--- src/rtl/overlay_pkg.sv ---
// Shared definitions for the overlay frame-buffer writer: stream field
// layout and the frame-pacing state encoding.
package overlay_pkg;

    localparam int STREAM_W  = 54;
    localparam int BE_MSB    = 53;
    localparam int BE_LSB    = 50;
    localparam int FRAME_BIT = 49;
    localparam int ADDR_MSB  = 48;
    localparam int ADDR_LSB  = 32;
    localparam int PIXEL_MSB = 31;
    localparam int PIXEL_LSB = 0;

    typedef enum logic [2:0] {
        IDLE  = 3'd0,
        START = 3'd1,
        RUN   = 3'd2,
        DRAIN = 3'd3,
        ACK   = 3'd4
    } state_t;

endpackage

--- src/rtl/overlay_fifo.sv ---
// Synchronous first-word-fall-through FIFO. The head entry is visible on
// data_o whenever empty_o is low; a push into a full FIFO is dropped even
// if a pop happens in the same cycle.
module overlay_fifo #(
    parameter int WIDTH = 54,
    parameter int DEPTH = 4
) (
    input  logic             clock,
    input  logic             reset,
    input  logic             push_i,
    input  logic [WIDTH-1:0] data_i,
    input  logic             pop_i,
    output logic [WIDTH-1:0] data_o,
    output logic             full_o,
    output logic             empty_o
);

    localparam int AW = $clog2(DEPTH);

    logic [WIDTH-1:0] mem_q [DEPTH];
    logic [AW:0]      wr_ptr_q, wr_ptr_d;
    logic [AW:0]      rd_ptr_q, rd_ptr_d;
    logic             do_push, do_pop;

    // Pointers carry one extra wrap bit to tell full from empty.
    assign empty_o = (wr_ptr_q == rd_ptr_q);
    assign full_o  = (wr_ptr_q[AW] != rd_ptr_q[AW]) &&
                     (wr_ptr_q[AW-1:0] == rd_ptr_q[AW-1:0]);
    assign data_o  = mem_q[rd_ptr_q[AW-1:0]];
    assign do_push = push_i && !full_o;
    assign do_pop  = pop_i && !empty_o;

    // Next pointer values for accepted push/pop.
    always_comb begin
        wr_ptr_d = wr_ptr_q;
        rd_ptr_d = rd_ptr_q;
        if (do_push) wr_ptr_d = wr_ptr_q + 1'b1;
        if (do_pop)  rd_ptr_d = rd_ptr_q + 1'b1;
    end

    // Pointer registers; reset flushes the FIFO.
    always_ff @(posedge clock) begin
        if (reset) begin
            wr_ptr_q <= '0;
            rd_ptr_q <= '0;
        end else begin
            wr_ptr_q <= wr_ptr_d;
            rd_ptr_q <= rd_ptr_d;
        end
    end

    // Storage write; contents need no reset since pointers gate visibility.
    always_ff @(posedge clock) begin
        if (do_push) mem_q[wr_ptr_q[AW-1:0]] <= data_i;
    end

endmodule

--- src/rtl/overlay_fb_writer.sv ---
// Overlay frame-buffer writer: buffers the overlay pixel stream, turns each
// entry into a posted byte-masked memory write, and paces the generator one
// frame per display vsync, flipping display_frame once all writes drained.
//
// Handshakes: a transfer happens on a clock edge where valid and ready are
// both high; valid never waits on ready, and once a request is valid its
// fields stay unchanged until the transfer. start is held until start_ack.
module overlay_fb_writer import overlay_pkg::*; #(
    parameter int          MAX_ADDR   = 29999,
    parameter int          FIFO_DEPTH = 4,
    parameter logic [31:0] BASE_ADDR  = 32'h1000_0000
) (
    input  logic                clock,
    input  logic                reset,
    input  logic                vsync,
    output logic                start,
    input  logic                start_ack,
    input  logic                in_done,
    output logic                in_done_ack,
    input  logic [STREAM_W-1:0] in_data,
    input  logic                in_valid,
    output logic                in_ready,
    output logic                mem_req_valid,
    input  logic                mem_req_ready,
    output logic [31:0]         mem_addr,
    output logic [31:0]         mem_wdata,
    output logic [3:0]          mem_be,
    output logic                display_frame,
    output logic                frame_done,
    output logic [15:0]         frame_count,
    output logic [7:0]          overrun_count,
    output state_t              dbg_state_o
);

    if (FIFO_DEPTH < 2 || (FIFO_DEPTH & (FIFO_DEPTH - 1)) != 0) begin : g_bad_depth
        $error("overlay_fb_writer: FIFO_DEPTH must be a power of two >= 2");
    end
    if (MAX_ADDR < 0 || MAX_ADDR >= (1 << (ADDR_MSB - ADDR_LSB + 1))) begin : g_bad_max
        $error("overlay_fb_writer: MAX_ADDR does not fit the stream address field");
    end

    state_t              state_q, state_d;
    logic                vsync_q, vsync_qq, vsync_rise;
    logic                fifo_full, fifo_empty, fifo_push, fifo_pop;
    logic [STREAM_W-1:0] head;
    logic [3:0]          head_be;
    logic                head_frame;
    logic [16:0]         head_addr;
    logic [31:0]         head_pixel;
    logic                last_frame_q;
    logic                display_frame_q;
    logic [15:0]         frame_count_q;
    logic [7:0]          overrun_count_q;

    assign head_be    = head[BE_MSB:BE_LSB];
    assign head_frame = head[FRAME_BIT];
    assign head_addr  = head[ADDR_MSB:ADDR_LSB];
    assign head_pixel = head[PIXEL_MSB:PIXEL_LSB];

    // Stream side: accept whenever there is room, regardless of frame state.
    assign in_ready  = !fifo_full;
    assign fifo_push = in_valid && !fifo_full;

    // Memory side: empty byte masks are discarded without a request.
    assign mem_req_valid = !fifo_empty && (head_be != 4'd0);
    assign fifo_pop      = !fifo_empty && ((head_be == 4'd0) || mem_req_ready);
    assign mem_addr      = BASE_ADDR + {12'd0, head_frame, head_addr, 2'b00};
    assign mem_wdata     = head_pixel;
    assign mem_be        = head_be;

    overlay_fifo #(
        .WIDTH (STREAM_W),
        .DEPTH (FIFO_DEPTH)
    ) u_fifo (
        .clock   (clock),
        .reset   (reset),
        .push_i  (fifo_push),
        .data_i  (in_data),
        .pop_i   (fifo_pop),
        .data_o  (head),
        .full_o  (fifo_full),
        .empty_o (fifo_empty)
    );

    // vsync is registered once, then edge-detected on the registered copy.
    always_ff @(posedge clock) begin
        if (reset) begin
            vsync_q  <= 1'b0;
            vsync_qq <= 1'b0;
        end else begin
            vsync_q  <= vsync;
            vsync_qq <= vsync_q;
        end
    end
    assign vsync_rise = vsync_q && !vsync_qq;

    // Frame-pacing state register.
    always_ff @(posedge clock) begin
        if (reset) state_q <= IDLE;
        else       state_q <= state_d;
    end

    // Next-state and handshake outputs for frame pacing.
    always_comb begin
        state_d     = state_q;
        start       = 1'b0;
        in_done_ack = 1'b0;
        frame_done  = 1'b0;
        case (state_q)
            IDLE:  if (vsync_rise) state_d = START;
            START: begin
                start = 1'b1;
                if (start_ack) state_d = RUN;
            end
            RUN:   if (in_done) state_d = DRAIN;
            DRAIN: if (fifo_empty && !mem_req_valid) state_d = ACK;
            ACK: begin
                in_done_ack = 1'b1;
                frame_done  = 1'b1;
                state_d     = IDLE;
            end
            default: state_d = IDLE;
        endcase
    end

    // Frame bookkeeping: last popped buffer, displayed buffer and counters.
    always_ff @(posedge clock) begin
        if (reset) begin
            last_frame_q    <= 1'b0;
            display_frame_q <= 1'b0;
            frame_count_q   <= 16'd0;
            overrun_count_q <= 8'd0;
        end else begin
            if (fifo_pop) last_frame_q <= head_frame;
            if (state_q == ACK) begin
                display_frame_q <= last_frame_q;
                frame_count_q   <= frame_count_q + 16'd1;
            end
            if (vsync_rise && state_q != IDLE && overrun_count_q != 8'hFF)
                overrun_count_q <= overrun_count_q + 8'd1;
        end
    end

    assign display_frame = display_frame_q;
    assign frame_count   = frame_count_q;
    assign overrun_count = overrun_count_q;
    assign dbg_state_o   = state_q;

endmodule

--- config.mk ---
export PLATFORM = sky130hd
export DESIGN_NAME = overlay_fb_writer
export DESIGN_NICKNAME = d
export VERILOG_FILES = /design/src/rtl/overlay_pkg.sv /design/src/rtl/overlay_fifo.sv /design/src/rtl/overlay_fb_writer.sv
export SDC_FILE = /design/constraint.sdc
export NUM_CORES = 1
export LEC_CHECK = 0
export ABC_AREA = 0
export BUFFER_PORTS_ARGS = -buffer_cell sky130_fd_sc_hd__buf_2
export CORE_MARGIN = 8
export CORE_UTILIZATION = 40
export DETAILED_ROUTE_END_ITERATION = 8
export HOLD_SLACK_MARGIN = 0.12
export PLACE_DENSITY = 0.71
export SLEW_MARGIN = 5
export SYNTH_ARGS = -nofsm -noshare
export SYNTH_HDL_FRONTEND = slang
export SYNTH_HIERARCHICAL = 1
export SYNTH_SLANG_ARGS = --single-unit
--- constraint.sdc ---
create_clock -name clock -period 4.44 [get_ports clock]
set_input_delay 0.666 -clock clock [delete_from_list [all_inputs] [get_ports clock]]
set_output_delay 0.666 -clock clock [all_outputs]
set_load 0.05 [all_outputs]
# Word-level counts from Yosys, hierarchy flattened
# Memories as Yosys holds them, arrays and structs flattened. A register that Yosys moved wholly into a read port is not among the register bits.
# Index checks and enable logic that the tools add are counted.
classes:
  add_sub_neg: 5
  n_eq_ne: 12
  mux: 11
  n_reduce_logical: 20
ops:
  columns: ["cell", "count"]
  rows:
  - ["$add A29 B20 Y30 const A", 1]
  - ["$add A16 B1 Y16 const B", 1]
  - ["$mux W3", 4]
  - ["$pmux W3 S4", 1]
  - ["$logic_and A1 B1 Y1", 10]
  - ["$add A8 B1 Y8 const B", 1]
  - ["$ne A2 B2 Y1 const B", 4]
  - ["$ne A8 B8 Y1 const B", 1]
  - ["$add A3 B1 Y3 const B", 2]
  - ["$eq A3 B2 Y1 const B", 2]
  - ["$logic_not A1 Y1", 4]
  - ["$logic_not A4 Y1", 1]
  - ["$mux W1", 4]
  - ["$mux W2", 2]
  - ["$reduce_and A4 Y1", 1]
  - ["$reduce_bool A4 Y1", 1]
  - ["$eq A3 B1 Y1 const B", 1]
  - ["$eq A3 B3 Y1", 1]
  - ["$eq A3 B3 Y1 const B", 1]
  - ["$logic_not A3 Y1", 1]
  - ["$reduce_bool A3 Y1", 1]
  - ["$eq A2 B2 Y1", 1]
  - ["$logic_or A1 B1 Y1", 1]
  - ["$ne A1 B1 Y1", 1]
totals:
  reg_bits: 37
  mem_bits_rw: 216
  input_bits: 61
  output_inout_bits: 101
  elab_cells: 58
  mem_count: 1
mem_list:
  columns: ["name", "words", "word_bits", "read_ports", "rd_clocked_by_memory_dff", "write_ports", "line", "text"]
  rows:
  - ["u_fifo.mem_q", 4, 54, 1, 1, 1, "overlay_fifo.sv:20", "logic [WIDTH-1:0] mem_q [DEPTH];"]

# Longest topological paths before layout
logic_depth:
  depth_word: 7
  ltp_mapped: 9
  ltp_nobuf: 7

# Cells and area by module
# Netlist, hierarchy kept.
by_module_without_submodules:
  columns: ["mod", "n_inst", "cells_each", "area_each_um2", "seq_area_each_um2"]
  rows:
  - ["overlay_fifo", 1, 350, 8350.5, 6646.4]
  - ["overlay_fb_writer", 1, 175, 1537.7, 620.6]

# Least setup slack after synthesis
# Ideal clock, no wire load.
synth_timing:
  kind: "reg-to-reg"
  startpoint: "reg u_fifo.rd_ptr_q[1]"
  endpoint: "mem u_fifo.mem_q[3][0] (enable)"
  setup_ns: 0.498
  arrival_ns: 4.018
  t_required_ns: 3.942
  slack_ns: -0.076
  path_stages_with_launch: 8
  n_path_buf: 1
  synth_period_minus_slack_ns: 4.516
  cell_sequence: "dfxtp_1 clkbuf_4 xnor2_1 nand2_1 nor2_1 nor2b_1 nand2_1 a31oi_1"
synth_between:
  elab_chain_len: 7
synth_lines:
  columns: ["item", "line", "text"]
  rows:
  - ["from (decl)", "overlay_fifo.sv:22", "logic [AW:0] rd_ptr_q, rd_ptr_d;"]
  - ["from (signal assigned)", "overlay_fifo.sv:48", "rd_ptr_q <= rd_ptr_d;"]
  - ["$eq A2 B2 Y1", "overlay_fifo.sv:28", "(wr_ptr_q[AW-1:0] == rd_ptr_q[AW-1:0]);"]
  - ["$logic_and A1 B1 Y1", "overlay_fifo.sv:27", "assign full_o = (wr_ptr_q[AW] != rd_ptr_q[AW]) &&"]
  - ["via fifo_full", "overlay_fb_writer.sv:44", "logic fifo_full, fifo_empty, fifo_push, fifo_pop;"]
  - ["$logic_not A1 Y1", "overlay_fb_writer.sv:62", "assign fifo_push = in_valid && !fifo_full;"]
  - ["$logic_and A1 B1 Y1", "overlay_fb_writer.sv:62", null]
  - ["via fifo_push", "overlay_fb_writer.sv:44", null]
  - ["$logic_and A1 B1 Y1", "overlay_fifo.sv:30", "assign do_push = push_i && !full_o;"]
  - ["$mux W1", "overlay_fifo.sv:54", "if (do_push) mem_q[wr_ptr_q[AW-1:0]] <= data_i;"]
  - ["$mux W1 (implied by the code)", "overlay_fifo.sv:54", null]
  - ["to (decl)", "overlay_fifo.sv:20", null]
# The timed path passes the listed nets, and every way through them passes these cells.

==> run metrics <==
Period minus WS final 3.41 ns; fmax approximately 290 MHz; clock-pin slew on the worst setup and hold paths ~0.06 ns; final antenna-violating net count 0; Routed WL per cell 19.4 um; commonest non-fill, non-tap cells in the layout edfxtp_1 (216), buf_2 (147), mux4_2 (54); MaxCap Viol Count 0; fillers between 2000 and 2500; commonest non-fill, non-tap cell in the layout edfxtp_1; first-pass GRT wire length 31100 um; storage element area 7270 um^2; CTS tree built; critical path, cell by cell buf_4 > mux4_2 > buf_2; Synth Area in Compound Gates 2.88%; RSZ-0062 raised after global routing no; headroom to the max-slew limit 36.6%; largest net degree at the start of global routing 55; met1 Track Usage GR 16.4%; pwr/cell area 635 nW/um^2; outcome complete, no violations; Post-Synthesis Cells 525; CP startpoint kind register; Seq/Total Area, Yosys 73.5%; Area Growth Syn to Fin 19.1%; GRT overflow 0; Switch Pwr around 2.6 mW; die width 173 um; post-synthesis simple-gate area fraction approximately 5.6%; Core ar. 24300 um^2; Hold Vio Cnt, Final 0; crit path max fanout 36; area of the multi-input gates 2400 um^2; DR vias 5293; multiplexer area fraction after synthesis approximately an eighth; Mapped Avg Cell Area around 19 um^2; Nets 751; Post-Synth Adder-Cell Area 0.886%; Pint 4.85 mW; kind of critical path reg -> out; Synthesis Warnings 6; share of the synthesized area in the top cell type 65.6%; Starting Density 40.7%; crit share post-route around three quarters; top cells by area, synth edfxtp_1 (66%), mux4_2 (12%), dfxtp_1 (7.9%), buf_4 (1.5%), xor2_1 (1.1%); Clock Skews 0.00843 ns; Yosys top cell by area edfxtp_1; vias in the first global route 5454; Switching Fraction 35.2%; DRT iter0 DRCs about 410; Worst EP arrival 2.74 ns; main flop type after synthesis edfxtp_1; Post-DP HPWL 12900 um; setup bufs post-CTS 0; worst hold path class in -> reg; CTS resizes 0; Top Ports between 150 and 200; WL final 19900 um; Post-synth EDFFs 216; xor/xnor share of the synthesized area 1.51%; fraction of registers with async set/reset 0%; Die Area 30000 um^2; number of diodes 0; clock sink total 255; Pwr Total 7.48 mW; synthesis-stage register bit count 255; clk buf depth 3; P_leak 4.09 nW; CTS Hold Bufs 0; Avg Vias per Cell 5.15; Pre-Repair DR Iteration Count 4; initial antenna violation count 5; Port Buffers 147; Slew Viols, Final 0; Unique masters post-synth 49; slowest CP cell buf_4; # rows 57; largest family of logic cells by synthesized area multiplexers; worst vdd ir 0.447 mV; worst skew pair latency 0.54 ns; layout cells sized above 1 37.1%; met3 usage 5.25%; crit-path max cell delay about 0.67 ns; Seq pwr share 41.5%; GR Util met2 20.3%; worst-margin pin slew 0.947 ns; Worst Path Required 3.77 ns; CTS buffer count 27; Comb power frac between 20% and 30%; GR Util All Layers 12.9%; gpl congestion 0.787; busiest layer in global routing met2; CP endpoint kind output pin; Post-route DRC 0; depth of the CTS H-tree 1; endpoints failing setup 0; clk root buf clkbuf_16; setup tns final 0 ns; Mapped Area 9890 um^2; DIE HEIGHT 173 um; part of the power in the clock network 28.6%
cells in the mapped netlist, types with 2 or more instances:
cell type  number
a21oi_1        15
a31oi_1         4
a41oi_1         2
and2_1          5
and3_1          4
and4_1          2
buf_1           5
buf_2           3
buf_4          20
buf_6           3
clkbuf_1        3
conb_1          2
dfxtp_1        39
edfxtp_1      216
ha_1            7
inv_1           7
mux2i_1         3
mux4_2         54
nand2_1        12
nand3_1        12
nand4_1         7
nand4_2         2
nor2_1         19
nor2b_1         5
nor3b_1         5
o211ai_1        6
o21ai_0        13
o31ai_1         3
or3_1           9
or4_1           4
xnor2_1         5
xor2_1         12
critical path, delay by kind of cell (launching register included):
kind | cells | cell delay, ns
buffers and inverters | 2 | 0.91
DFF | 1 | 0.59
muxes | 1 | 0.66
metal layers:
| metal | routed length [um] | vias to the layer above | part of all wire [%] |
|---|---|---|---|
| met1 | 8260 | 2643 | 41 |
| met4 | 299 | 10 | 1.5 |
| met5 | 55 | - | 0.28 |
| met3 | 1920 | 42 | 9.6 |
| met2 | 9370 | 193 | 47 |
| li1 | - | 2405 | - |
logic make-up after synthesis:
| kind of cell | count (synthesis) |
|---|---|
| other | 2 |
| xor gates and xnor gates | 17 |
| AOI/OAI and AO/OA | 47 |
| adders and majority gates | 7 |
| muxes | 58 |
| DFF | 255 |
| and+or+nand+nor | 95 |
| buffers and inverters | 44 |
through the flow:
stage,hold slack (ns),util (%),worst slack [ns],area (um^2),cells
floorplan,0.430,-,1.03,9940,537
global placement,0.446,44.9,1.39,10900,978
detailed placement,0.462,44.9,1.26,10900,978
CTS,0.319,48.4,0.943,11800,1028
global route,0.323,48.4,0.848,11800,1028
finish,0.339,48.4,1.03,11800,1028
area by class of cell:
class	instances	area share, %
repair buffers	154	6.90
clock inverters	20	1.48
inverters	7	0.223
clock buffers	30	5.83
flip-flops and latches	255	61.7
multi-input cells	238	20.4
well taps	324	3.44
state kept, by name (all words and copies together) (netlist names), named ones only:
signal and cells:
u_fifo/mem_q 216, overrun_count 8, vsync_qq 1, u_fifo/rd_ptr_q 3, frame_count 16, vsync_q 1
last_frame_q 1, u_fifo/wr_ptr_q 3, dbg_state_o 3, display_frame 1
power by group through the flow:
stage | combinational (mW) | sequential [mW] | clock [mW]
2_1_floorplan | 1.78 | 3.09 | 0
3_3_place_gp | 2.27 | 3.14 | 0
3_5_place_dp | 2.28 | 3.16 | 0
4_1_cts | 2.28 | 3.11 | 2.21
5_1_grt | 2.36 | 3.14 | 2.30
6_report | 2.24 | 3.10 | 2.14
worst paths after layout:
path / slack [ns] / end / cells after the start / start
worst min register to register: 0.46 / vsync_qq / 1 / vsync_q
worst min-delay path: 0.34 / u_fifo/mem_q[0][22] / 1 / in_data[22]
worst max register to register: 1.26 / u_fifo/mem_q[2][0] / 8 / u_fifo/wr_ptr_q[0]
worst max-delay path: 1.03 / mem_addr[19] / 3 / register
No activity file was read; power rests on OpenSTA's default activity.
